<file path="config.mk">
export PLATFORM = sky130hd
export DESIGN_NAME = stream_demux
export DESIGN_NICKNAME = d
export VERILOG_FILES = /design/src/rtl/stream_demux_pkg.sv /design/src/rtl/demux_out_slot.sv /design/src/rtl/stream_demux.sv
export SDC_FILE = /design/constraint.sdc
export NUM_CORES = 1
export LEC_CHECK = 0
export BUFFER_PORTS_ARGS = -buffer_cell sky130_fd_sc_hd__buf_2
export CAP_MARGIN = 25
export CORE_MARGIN = 2
export CORE_UTILIZATION = 41
export DETAILED_ROUTE_END_ITERATION = 6
export PLACE_DENSITY = 0.8
export SLEW_MARGIN = 15
export SYNTH_ARGS = -nofsm -noshare
export SYNTH_HDL_FRONTEND = slang
export SYNTH_HIERARCHICAL = 1
export SYNTH_SLANG_ARGS = --single-unit
export TNS_END_PERCENT = 10
</file>
<file path="constraint.sdc">
create_clock -name clk -period 2.3 [get_ports clk]
set_input_delay 0.115 -clock clk [delete_from_list [all_inputs] [get_ports clk]]
set_output_delay 0.115 -clock clk [all_outputs]
set_load 0.02 [all_outputs]
</file>
<file path="src/rtl/stream_demux_pkg.sv">
// Shared types for the packet-aware stream demultiplexer.
package stream_demux_pkg;

    typedef enum logic [1:0] {
        IDLE,
        ROUTE,
        DISCARD
    } state_e;

    localparam int unsigned MAX_OUT = 16;

endpackage

</file>
<file path="src/rtl/demux_out_slot.sv">
// One-entry output register for a single demux channel.
module demux_out_slot #(
    parameter int unsigned WIDTH = 8
) (
    input  logic             clk,
    input  logic             rst,
    input  logic             i_load,
    input  logic [WIDTH-1:0] i_data,
    input  logic             i_last,
    input  logic             i_out_ready,
    output logic             o_valid,
    output logic [WIDTH-1:0] o_data,
    output logic             o_last,
    output logic             o_ready
);

    logic             r_valid;
    logic [WIDTH-1:0] r_data;
    logic             r_last;

    always_ff @(posedge clk) begin
        if (rst) begin
            r_valid <= 1'b0;
            r_data  <= '0;
            r_last  <= 1'b0;
        end else if (i_load) begin
            // A load wins over a simultaneous drain: the slot stays full.
            r_valid <= 1'b1;
            r_data  <= i_data;
            r_last  <= i_last;
        end else if (r_valid && i_out_ready) begin
            r_valid <= 1'b0;
        end
    end

    assign o_valid = r_valid;
    assign o_data  = r_data;
    assign o_last  = r_last;
    assign o_ready = !r_valid || i_out_ready;

endmodule

</file>
<file path="src/rtl/stream_demux.sv">
// Packet-aware 1-to-NUM_OUT demultiplexer: destination is latched on the first beat of a packet.
module stream_demux
    import stream_demux_pkg::*;
#(
    parameter int unsigned WIDTH   = 8,
    parameter int unsigned NUM_OUT = 2,
    parameter int unsigned SEL_W   = (NUM_OUT > 1) ? $clog2(NUM_OUT) : 1
) (
    input  logic                     clk,
    input  logic                     rst,
    input  logic                     in_valid,
    output logic                     in_ready,
    input  logic [WIDTH-1:0]         in_data,
    input  logic                     in_last,
    input  logic [SEL_W-1:0]         in_sel,
    output logic [NUM_OUT-1:0]       out_valid,
    input  logic [NUM_OUT-1:0]       out_ready,
    output logic [NUM_OUT*WIDTH-1:0] out_data,
    output logic [NUM_OUT-1:0]       out_last,
    output logic                     drop
);

    state_e             r_state;
    state_e             w_state_next;
    logic [SEL_W-1:0]   r_cur_ch;
    logic [SEL_W-1:0]   w_cur_ch_next;
    logic               r_drop;
    logic               w_drop_next;

    logic               w_sel_ok;
    logic [SEL_W-1:0]   w_target;
    logic               w_target_free;
    logic               w_routing;
    logic               w_accept;
    logic [NUM_OUT-1:0] w_load;
    logic [NUM_OUT-1:0] w_slot_ready;

    assign w_sel_ok = 32'(in_sel) < NUM_OUT;
    assign w_target = (r_state == IDLE) ? in_sel : r_cur_ch;

    always_comb begin
        w_target_free = 1'b0;
        for (int k = 0; k < int'(NUM_OUT); k++) begin
            if (w_target == SEL_W'(k)) w_target_free = w_slot_ready[k];
        end
    end

    always_comb begin
        w_state_next  = r_state;
        w_cur_ch_next = r_cur_ch;
        w_drop_next   = 1'b0;
        w_routing     = 1'b0;
        in_ready      = 1'b0;
        case (r_state)
            IDLE: begin
                w_routing = w_sel_ok;
                in_ready  = w_sel_ok ? w_target_free : 1'b1;
            end
            ROUTE: begin
                w_routing = 1'b1;
                in_ready  = w_target_free;
            end
            DISCARD: in_ready = 1'b1;
            default: in_ready = 1'b0;
        endcase
        if (rst) in_ready = 1'b0;
        w_accept = in_valid && in_ready;

        if (w_accept) begin
            case (r_state)
                IDLE: begin
                    if (w_sel_ok) begin
                        w_cur_ch_next = in_sel;
                        w_state_next  = in_last ? IDLE : ROUTE;
                    end else begin
                        w_state_next = in_last ? IDLE : DISCARD;
                        w_drop_next  = in_last;
                    end
                end
                ROUTE: if (in_last) w_state_next = IDLE;
                DISCARD: begin
                    if (in_last) begin
                        w_state_next = IDLE;
                        w_drop_next  = 1'b1;
                    end
                end
                default: w_state_next = IDLE;
            endcase
        end

        w_load = '0;
        for (int k = 0; k < int'(NUM_OUT); k++) begin
            w_load[k] = w_accept && w_routing && (w_target == SEL_W'(k));
        end
    end

    always_ff @(posedge clk) begin
        if (rst) begin
            r_state  <= IDLE;
            r_cur_ch <= '0;
            r_drop   <= 1'b0;
        end else begin
            r_state  <= w_state_next;
            r_cur_ch <= w_cur_ch_next;
            r_drop   <= w_drop_next;
        end
    end

    assign drop = r_drop;

    for (genvar g = 0; g < int'(NUM_OUT); g++) begin : g_slot
        demux_out_slot #(
            .WIDTH(WIDTH)
        ) u_slot (
            .clk        (clk),
            .rst        (rst),
            .i_load     (w_load[g]),
            .i_data     (in_data),
            .i_last     (in_last),
            .i_out_ready(out_ready[g]),
            .o_valid    (out_valid[g]),
            .o_data     (out_data[g*WIDTH +: WIDTH]),
            .o_last     (out_last[g]),
            .o_ready    (w_slot_ready[g])
        );
    end

endmodule

</file>
==> run summary, run 1 <==
Placeable Area = 1960 um^2
Met2 WL post-DR = 749 um
Setup violations, final = 0
Drt initial violations = 4
Clock-pin slew on the worst setup and hold paths = 0.12 ns
Post CTS Setup Buffer Count = 0
Die ar. = 2470 um^2
FFs w/ async S/R, synth = 0
Buf+Inv Stages, Crit Path = 1
Fmax = 664 MHz
Met3 wire len = 123 um
Status = finished clean
Crit path launch type = flip-flop
Max-slew violation count = 0
Total nets after synthesis = 98
Worst-case clock buffer depth = 2
Worst path cell trace = nand2b_1, nand3b_1, nand2b_1, inv_1, mux2i_1, nor2_1
Final WL = 1630 um
Global-route wire length before repair = 2770 um
VDD IR-drop max = 401 uV
Register area share after synthesis = 0.514
Most frequent cells in the layout = 35 x buf_2, 22 x dfxtp_1, 21 x mux2i_1
Largest stage delay on the critical path = 0.37 ns
Yosys warning count = 6
Hold crit path type = in -> reg
Most common cell after layout, fill and taps aside = buf_2
Chip width = 49.7 um
Die height = 49.7 um
# rows = 16
Post-route insts no fill = 145
Cell variety after synth = 14
RePlAce Congestion = 0.663
Area growth from synthesis to layout = 24.8%
Gr usage total = 0.145
Largest net degree at the start of global routing = 26
FF+latch count, synth = 22
Top-Level Pins = 37
Mapped Avg Cell Area = 10.3 um^2
Met1 Routed Length = 753 um
DP HPWL = 1200 um
Hold Worst Slack = 0.0266 ns
Clk root buf = clkbuf_4
Antenna Nets Post-Route = 0
Final design utilization = 0.545
Tmin final = 1.51 ns
Worst skew pair latency = 0.30 ns
Clock Sinks = 22
Required @ worst endpoint = 2.48 ns
CTS H-Tree Depth = 1
Layout Skew = 0.00477 ns
Post-Synthesis Cell Area = 857 um^2
DR WL/cell = 11.2 um
DR pass1 iterations = 2
Tcrit/Tclk final = 0.654
Final Hold Viols = 0
Crit-path most repeated cell = nand2b_1
IO buf count = 35
Layout cell share with drive strength beyond 1 = 0.347
Arr. time, crit path = 1.68 ns
Inserted Clock Buffers = 3
Family with the most delay on the worst path = simple AND/OR/NAND/NOR gates
Placed cells = 141
Final TNS setup = 0 ns
Vias in the first global route = 649
Crit. End Element = flip-flop
Post-CTS Resized = 0
Via Count = 667
Grt ovf = 0
Post-Syn Instances = 83
Ys flop type = dfxtp_1
CTS tree = built
Quantity of hold-fixing buffers added after cts = 0
RSZ-0062 raised after global routing = no
Inserted Diodes = 0
Max FO, Critical Path = 10
Antenna violations before repair = 0
Slowest CP cell = inv_1
Static leakage = 0.000503 uW
Setup CP Type = reg -> reg
Fillers = 208
Final Worst Setup Slack = 0.795 ns
Post-synth EDFFs = 0
Vias per cell = 4.60
Starting Density = 0.437
Max-Cap Viols = 0
DRC viols = 0
Setup WS pre-CTS = 0.731 ns
Nets = 134
Pwr Density = 672 nW/um^2
Uppermost layer routed = met3
-- final timing paths --
kind / start / endpoint / slack, ns / cells past startpoint
hold reg to reg: g_slot[1].u_slot/o_data[4] / g_slot[1].u_slot/o_data[4] / 0.51 / 2
setup reg to reg: g_slot[1].u_slot/o_valid / g_slot[1].u_slot/o_last / 0.79 / 6
hold / removal: in_last / r_state[0] / 0.03 / 2
setup / recovery: g_slot[1].u_slot/o_valid / g_slot[1].u_slot/o_last / 0.79 / 6
-- sequential cells by signal, summed over array words and instances, names as in the netlist --
signal	flops
g_slot.u_slot/o_data	16
g_slot.u_slot/o_valid	2
r_state	1
g_slot.u_slot/o_last	2
r_cur_ch	1
-- through the flow --
step	area (um^2)	power, uW
final	1070	719
after global routing	1070	753
after CTS	1070	724
after detailed placement	1030	524
after global placement	1030	521
after floorplan	857	491
-- kinds of logic (layout without fill, tap and decap cells) --
| family | Yosys count | in the layout | share of synthesized area |
|---|---|---|---|
| AOI/OAI and AO/OA | 4 | 4 | 0.0233 |
| and+or+nand+nor | 26 | 26 | 0.136 |
| DFF | 22 | 22 | 0.514 |
| muxes | 22 | 22 | 0.263 |
| buffers and inverters | 8 | 43 | 0.0599 |
| other | 1 | 1 | 0.00438 |
-- synthesized netlist by cell type, types with 2 or more instances --
library cell | count | share of area
mux2i_1 | 21 | 0.25
buf_6 | 2 | 0.026
nand3b_1 | 2 | 0.018
a21oi_1 | 3 | 0.018
nor2_1 | 20 | 0.088
dfxtp_1 | 22 | 0.51
nand2b_1 | 3 | 0.022
inv_1 | 3 | 0.013
clkbuf_2 | 2 | 0.012
-- per-layer routing --
metal	global-route usage	up-vias
li1	-	338
met1	0.171	304
met4	0.0556	0
met3	0.0455	0
met2	0.242	25
met5	0	-
-- final cells by class --
class | instances | area, um^2 | share of cell area
flip-flops and latches | 22 | 440 | 0.412
repair buffers | 36 | 183 | 0.171
multi-input cells | 53 | 365 | 0.342
clock buffers | 4 | 36.3 | 0.0339
well taps | 27 | 33.8 | 0.0316
inverters | 3 | 11.3 | 0.0105
-- where the power goes --
| part | internal, uW | switching (uW) | leakage, uW |
|---|---|---|---|
| combinational | 46.4 | 61.6 | 0.000303 |
| sequential | 398 | 8.82 | 0.000179 |
| clock | 96.4 | 108 | 0.0000210 |
Power figures use the tool's default switching activity.
==> inputs of run 2 (changes only) <==
--- a/config.mk
+++ b/config.mk
@@ -8,9 +8,9 @@
 export BUFFER_PORTS_ARGS = -buffer_cell sky130_fd_sc_hd__buf_2
 export CAP_MARGIN = 25
 export CORE_MARGIN = 2
-export CORE_UTILIZATION = 41
+export CORE_UTILIZATION = 40
 export DETAILED_ROUTE_END_ITERATION = 6
-export PLACE_DENSITY = 0.8
+export PLACE_DENSITY = 0.81
 export SLEW_MARGIN = 15
 export SYNTH_ARGS = -nofsm -noshare
 export SYNTH_HDL_FRONTEND = slang
==> constraint.sdc (replaced) <==
create_clock -name clk -period 1.3 [get_ports clk]
set_input_delay 0.065 -clock clk [delete_from_list [all_inputs] [get_ports clk]]
set_output_delay 0.065 -clock clk [all_outputs]
set_load 0.02 [all_outputs]
==> run 2 against run 1 <==
The run now ends with setup timing left. Sequential cell count unchanged. Largest power group unchanged. Utilization increased by 4.8 points. Wire length increased by 13%. Critical path type is now reg -> out. First-iteration DRC count decreased by 50%. Register-to-register slack got worse by 0.91 ns. Sequential share of layout area decreased by 3.6 points.
==> run summary, run 2 (synthesized netlist as in run 1, its figures left out) <==
Status = finished, violations left (was finished clean)
Violated checks = setup timing
Tmin final = 1.46 ns
Post-route cell area = 1170 um^2 (was 1070 um^2)
Area growth from synthesis to layout = 37.1% (was 24.8%)
Worst skew pair latency = 0.29 ns (was 0.30 ns)
DR pass1 iterations = 3 (was 2)
Post-route insts no fill = 153 (was 145)
Tcrit/Tclk final = 1.12
Placeable Area = 1980 um^2 (was 1960 um^2)
Crit. End Element = output port (was flip-flop)
Worst R2R Setup Slack = -0.12 ns (was 0.79 ns)
Most frequent cells in the layout = 34 x buf_2, 21 x mux2i_1, 21 x dfxtp_1 (was 35 x buf_2, 22 x dfxtp_1, 21 x mux2i_1)
Final WL = 1830 um (was 1630 um)
Vias per cell = 4.57 (was 4.60)
Pwr Density = 1120 nW/um^2 (was 672 nW/um^2)
Max reg flops = 16 (unchanged)
Min-Delay Endpoint = g_slot[0].u_slot/o_data[0] (was r_state[0])
Nets = 142 (was 134)
Arr. time, crit path = 1.40 ns (was 1.68 ns)
Top-Level Pins = 37 (unchanged)
Global-route wire length before repair = 3110 um (was 2770 um)
Fmax = 684 MHz
Clk root buf = clkbuf_4 (unchanged)
Chip width = 50.3 um (was 49.7 um)
Layout Skew = 0.00540 ns (was 0.00477 ns)
IO buf count = 35 (unchanged)
Setup violations, final = 19 (was 0)
Inserted Clock Buffers = 3 (unchanged)
Antenna violations before repair = 0 (unchanged)
DP HPWL = 1280 um (was 1200 um)
Vias in the first global route = 715 (was 649)
Worst-case clock buffer depth = 2 (unchanged)
Hold depth = 3 (was 2)
RePlAce Congestion = 0.711 (was 0.663)
Max-slew violation count = 0 (unchanged)
Clock Sinks = 22 (unchanged)
DR WL/cell = 12.0 um (was 11.2 um)
Max-Cap Viols = 0 (unchanged)
Most common cell after layout, fill and taps aside = buf_2 (unchanged)
Placed cells = 146 (was 141)
Cell Area, Placed = 1080 um^2 (was 1030 um^2)
Hold crit path type = in -> reg (unchanged)
CTS H-Tree Depth = 1 (unchanged)
# rows = 16 (unchanged)
Final Worst Setup Slack = -0.162 ns (was 0.795 ns)
Drt initial violations = 2 (was 4)
Final Hold Viols = 0 (unchanged)
RSZ-0062 raised after global routing = yes (was no)
Clock-pin slew on the worst setup and hold paths = 0.12 ns (about the same)
Max FO, Critical Path = 2 (was 10)
Required @ worst endpoint = 1.24 ns (was 2.48 ns)
Layout cell share with drive strength beyond 1 = 0.413 (was 0.347)
Gr usage total = 0.155 (was 0.145)
Static leakage = 0.000555 uW (was 0.000503 uW)
Setup CP Type = reg -> out (was reg -> reg)
Die ar. = 2530 um^2 (was 2470 um^2)
Inserted Diodes = 0 (unchanged)
Grt ovf = 0 (unchanged)
CTS tree = built (unchanged)
Cells on worst reg2reg path = 6 (unchanged)
HP Start = in_data[0] (was in_last)
Via Count = 699 (was 667)
Antenna Nets Post-Route = 0 (unchanged)
Largest net degree at the start of global routing = 23 (was 26)
VDD IR-drop max = 667 uV (was 401 uV)
Worst R2R End = g_slot[0].u_slot/o_data[2] (was g_slot[1].u_slot/o_last)
Crit path launch type = flip-flop (unchanged)
Die height = 50.3 um (was 49.7 um)
Worst flop-to-flop path startpoint = r_state[0] (was g_slot[1].u_slot/o_valid)
Starting Density = 0.432 (was 0.437)
DRC viols = 0 (unchanged)
==> run 2: worst max path at each step <==
stage | from | endpoint | slack [ns] | cells after the start
after floorplan | r_state[0] | g_slot[0].u_slot/o_data[0] | 0.02 | 5
after global placement | r_state[0] | g_slot[0].u_slot/o_data[6] | -0.007 | 5
after detailed placement | r_state[0] | g_slot[0].u_slot/o_data[2] | -0.07 | 5
after CTS | r_state[0] | in_ready | -0.17 | 5
after global routing | r_state[0] | in_ready | -0.25 | 5
final | r_state[0] | in_ready | -0.16 | 5
==> run 2: per-stage QoR <==
stage                     setup TNS [ns]  hold WS, ns  power [uW]  setup WS [ns]   util
after floorplan                        0        0.134         868         0.0248      -
after global placement           -0.0172        0.300         938       -0.00723  0.547
after detailed placement          -0.481        0.302         944        -0.0708  0.547
after CTS                          -2.03       0.0103        1330         -0.174  0.585
after global routing               -3.04       0.0284        1380         -0.248  0.593
final                              -1.55       0.0180        1320         -0.162  0.593
==> run 2: layer usage <==
| metal | up-vias | routed length, um | global-route usage |
|---|---|---|---|
| met5 | - | 0 | 0 |
| met4 | 0 | 0 | 0.0135 |
| met3 | 0 | 137 | 0.0417 |
| met2 | 25 | 906 | 0.285 |
| met1 | 319 | 790 | 0.187 |
| li1 | 355 | - | - |
==> run 2: repair_timing <==
action                     4_1_cts  5_1_grt
pin swaps                        0        1
buffers inserted                 1        0
hold endpoints to repair         1        0
cloned                           0        1
gates resized for setup          7        4
hold buffers                     1        0
setup endpoints to repair       19       21
==> run 2: critical path, cell delays in order, from the launching register on <==
cell and delay [ns]:
dfxtp_2 0.35, mux2_4 0.30, buf_6 0.12, mux2i_1 0.13, nor2_1 0.05, buf_4 0.15
==> run 2: cell type report <==
type	instances	area [um^2]
Fill cell	170	807
Sequential cell	22	442
Multi-Input combinational cell	53	380
Timing Repair Buffer	44	272
Clock buffer	4	36.3
Tap cell	27	33.8
Inverter	3	11.3
==> run 2: report_power, final <==
group / leakage, uW / internal [uW] / switching [uW]
clock: 0.0000210 / 170 / 193
sequential: 0.000179 / 705 / 15.1
combinational: 0.000355 / 112 / 123
==> inputs of run 3 (changes only) <==
--- a/config.mk
+++ b/config.mk
@@ -8,9 +8,10 @@
 export BUFFER_PORTS_ARGS = -buffer_cell sky130_fd_sc_hd__buf_2
 export CAP_MARGIN = 25
 export CORE_MARGIN = 2
-export CORE_UTILIZATION = 40
+export CORE_UTILIZATION = 41
 export DETAILED_ROUTE_END_ITERATION = 6
-export PLACE_DENSITY = 0.81
+export PLACE_DENSITY = 0.8
+export REMOVE_ABC_BUFFERS = 1
 export SLEW_MARGIN = 15
 export SYNTH_ARGS = -nofsm -noshare
 export SYNTH_HDL_FRONTEND = slang
==> constraint.sdc (replaced) <==
create_clock -name clk -period 1.5 [get_ports clk]
set_input_delay 0.075 -clock clk [delete_from_list [all_inputs] [get_ports clk]]
set_output_delay 0.075 -clock clk [all_outputs]
set_load 0.02 [all_outputs]
==> run 3 against run 2 <==
The run now ends clean. Non-clock buffer count is 3 lower. Cell count down 2.6%. Combinational power shrank 22%. Utilization is 2.4 points lower. Total power is 20% lower. Critical path depth is 1 higher. Wire length decreased by 5.9%. Register-to-register slack better by 0.21 ns. Sequential share of layout area grew 2.0 points. Die area down 2.3%. Count of clock-buffer cells in the layout is 1 lower. Global-route usage is 1.1 points lower. Critical path type is now reg -> reg. Largest power group unchanged.
==> run summary, run 3 (synthesized netlist as in run 1, its figures left out) <==
Status = finished clean (was finished, violations left)
Die ar. = 2470 um^2 (was 2530 um^2)
Pwr Density = 945 nW/um^2 (was 1120 nW/um^2)
Crit path launch type = flip-flop (unchanged)
Total Power = 1050 uW (was 1320 uW)
Global-route wire length before repair = 2790 um (was 3110 um)
Hold depth = 3 (unchanged)
VDD IR-drop max = 586 uV (was 667 uV)
Final Hold Viols = 0 (unchanged)
Setup violations, final = 0 (was 19)
Tmin final = 1.41 ns
Critical path depth = 6 (was 5)
Final TNS setup = 0 ns (was -1.55 ns)
Max-Cap Viols = 0 (unchanged)
Slowest CP cell = dfxtp_2 (unchanged)
Final Worst Setup Slack = 0.0949 ns (was -0.162 ns)
Clock Sinks = 22 (unchanged)
DR WL/cell = 11.6 um (was 12.0 um)
RSZ-0062 raised after global routing = no (was yes)
Area growth from synthesis to layout = 30.2% (was 37.1%)
Most frequent cells in the layout = 34 x buf_2, 21 x mux2i_1, 21 x dfxtp_1 (unchanged)
HP Start = in_data[3] (was in_data[0])
Vias in the first global route = 637 (was 715)
DP HPWL = 1330 um (was 1280 um)
CTS tree = built (unchanged)
Largest stage delay on the critical path = 0.35 ns (about the same)
Worst-case clock buffer depth = 2 (unchanged)
Final design utilization = 0.569 (was 0.593)
Worst flop-to-flop path startpoint = r_state[0] (unchanged)
Clock-pin slew on the worst setup and hold paths = 0.11 ns (was 0.12 ns)
Antenna violations before repair = 0 (unchanged)
Vias per cell = 4.55 (was 4.57)
Drt initial violations = 7 (was 2)
Max-slew violation count = 0 (unchanged)
Sw Pwr = 266 uW (was 331 uW)
Max reg flops = 16 (unchanged)
Worst path cell trace = mux2_4, nand2b_1, clkinvlp_4, buf_12, mux2i_1, nor2_1 (was mux2_4, buf_6, mux2i_1, nor2_1, buf_4)
Logic pwr share = 0.174 (was 0.178)
Inserted Clock Buffers = 3 (unchanged)
Crit. End Element = flip-flop (was output port)
Seq pwr share = 0.591 (was 0.546)
Chip width = 49.7 um (was 50.3 um)
Max FO, Critical Path = 10 (was 2)
# rows = 16 (unchanged)
Hold crit path type = in -> reg (unchanged)
Post-route insts no fill = 149 (was 153)
Layout cell share with drive strength beyond 1 = 0.377 (was 0.413)
Grt ovf = 0 (unchanged)
Static leakage = 0.000516 uW (was 0.000555 uW)
Switching fraction of total power = 0.252 (was 0.251)
IO buf count = 35 (unchanged)
Placeable Area = 1960 um^2 (was 1980 um^2)
Die height = 49.7 um (was 50.3 um)
Family with the most delay on the worst path = multiplexers (unchanged)
Antenna Nets Post-Route = 0 (unchanged)
Largest net degree at the start of global routing = 17 (was 23)
Min-Delay Endpoint = g_slot[0].u_slot/o_data[3] (was g_slot[0].u_slot/o_data[0])
Setup CP Type = reg -> reg (was reg -> out)
Internal = 788 uW (was 988 uW)
Cells on worst reg2reg path = 6 (unchanged)
Worst R2R Setup Slack = 0.09 ns (was -0.12 ns)
Nets = 139 (was 142)
Arr. time, crit path = 1.59 ns (was 1.40 ns)
DRC viols = 0 (unchanged)
Clock share of power = 0.235 (was 0.275)
Tcrit/Tclk final = 0.937
RePlAce Congestion = 0.682 (was 0.711)
Starting Density = 0.437 (was 0.432)
Clk root buf = clkbuf_4 (unchanged)
Placed cells = 144 (was 146)
Gr usage total = 0.144 (was 0.155)
CTS H-Tree Depth = 1 (unchanged)
Buf+Inv Stages, Crit Path = 2 (unchanged)
DR pass1 iterations = 4 (was 3)
Final WL = 1730 um (was 1830 um)
Top-Level Pins = 37 (unchanged)
Via Count = 678 (was 699)
Fmax = 712 MHz
Layout Skew = 0.00259 ns (was 0.00540 ns)
Most common cell after layout, fill and taps aside = buf_2 (unchanged)
Inserted Diodes = 0 (unchanged)
Required @ worst endpoint = 1.69 ns (was 1.24 ns)
Worst R2R End = g_slot[1].u_slot/o_data[4] (was g_slot[0].u_slot/o_data[2])
Setup WS pre-CTS = 0.0191 ns (was -0.0708 ns)
Fillers = 202 (was 170)
Worst skew pair latency = 0.29 ns (about the same)
[run 3: cell types whose count changed in the layout (fill, tap and decap cells not counted), sizes merged]
| cell | delta |
|---|---|
| inv | -1 |
| clkbuf | -1 |
| buf | -3 |
| clkinvlp | +1 |
[run 3: area by class of cell]
class,instances,area [um^2],area share
Sequential cell,22,442,0.396
Multi-Input combinational cell,53,365,0.327
Timing Repair Buffer,41,238,0.213
Tap cell,27,33.8,0.0303
Clock buffer,3,22.5,0.0202
Inverter,3,15.0,0.0135
[run 3: worst min-delay path, stage by stage]
cell and delay, ns:
buf_2 0.09, mux2i_1 0.06, nor2_1 0.07
[run 3: how the worst max path moves through the flow]
stage                                   startpoint                         end
after floorplan                         r_state[0]  g_slot[0].u_slot/o_data[0]
after global placement    g_slot[1].u_slot/o_valid  g_slot[1].u_slot/o_data[5]
after detailed placement  g_slot[1].u_slot/o_valid  g_slot[1].u_slot/o_data[4]
after CTS                               r_state[0]                    in_ready
after global routing                    r_state[0]  g_slot[1].u_slot/o_data[7]
final                                   r_state[0]  g_slot[1].u_slot/o_data[4]
[run 3: what timing repair did]
item,4_1_cts,5_1_grt
gates resized for setup,1,2
endpoints found under the setup margin,1,3
hold endpoints to repair,1,0
hold buffers,1,0
setup buffers,1,0
[run 3: through the flow]
| step | instance area (um^2) | hold slack (ns) |
|---|---|---|
| after floorplan | 817 | 0.144 |
| after global placement | 1060 | 0.303 |
| after detailed placement | 1060 | 0.309 |
| after CTS | 1110 | 0.0131 |
| after global routing | 1120 | 0.0392 |
| final | 1120 | 0.0262 |
[run 3: power groups by stage]
stage	sequential, uW	combinational, uW	clock (uW)
finish	623	183	248
global route	628	199	269
CTS	623	183	265
detailed placement	636	173	0
global placement	636	171	0
floorplan	663	74.6	0
[run 3: layer usage]
layer | share of wire | up-vias | track usage
li1 | - | 348 | -
met1 | 0.45 | 308 | 0.182
met2 | 0.50 | 22 | 0.244
met3 | 0.052 | 0 | 0.0242
met4 | 0 | 0 | 0.0556
met5 | 0 | - | 0
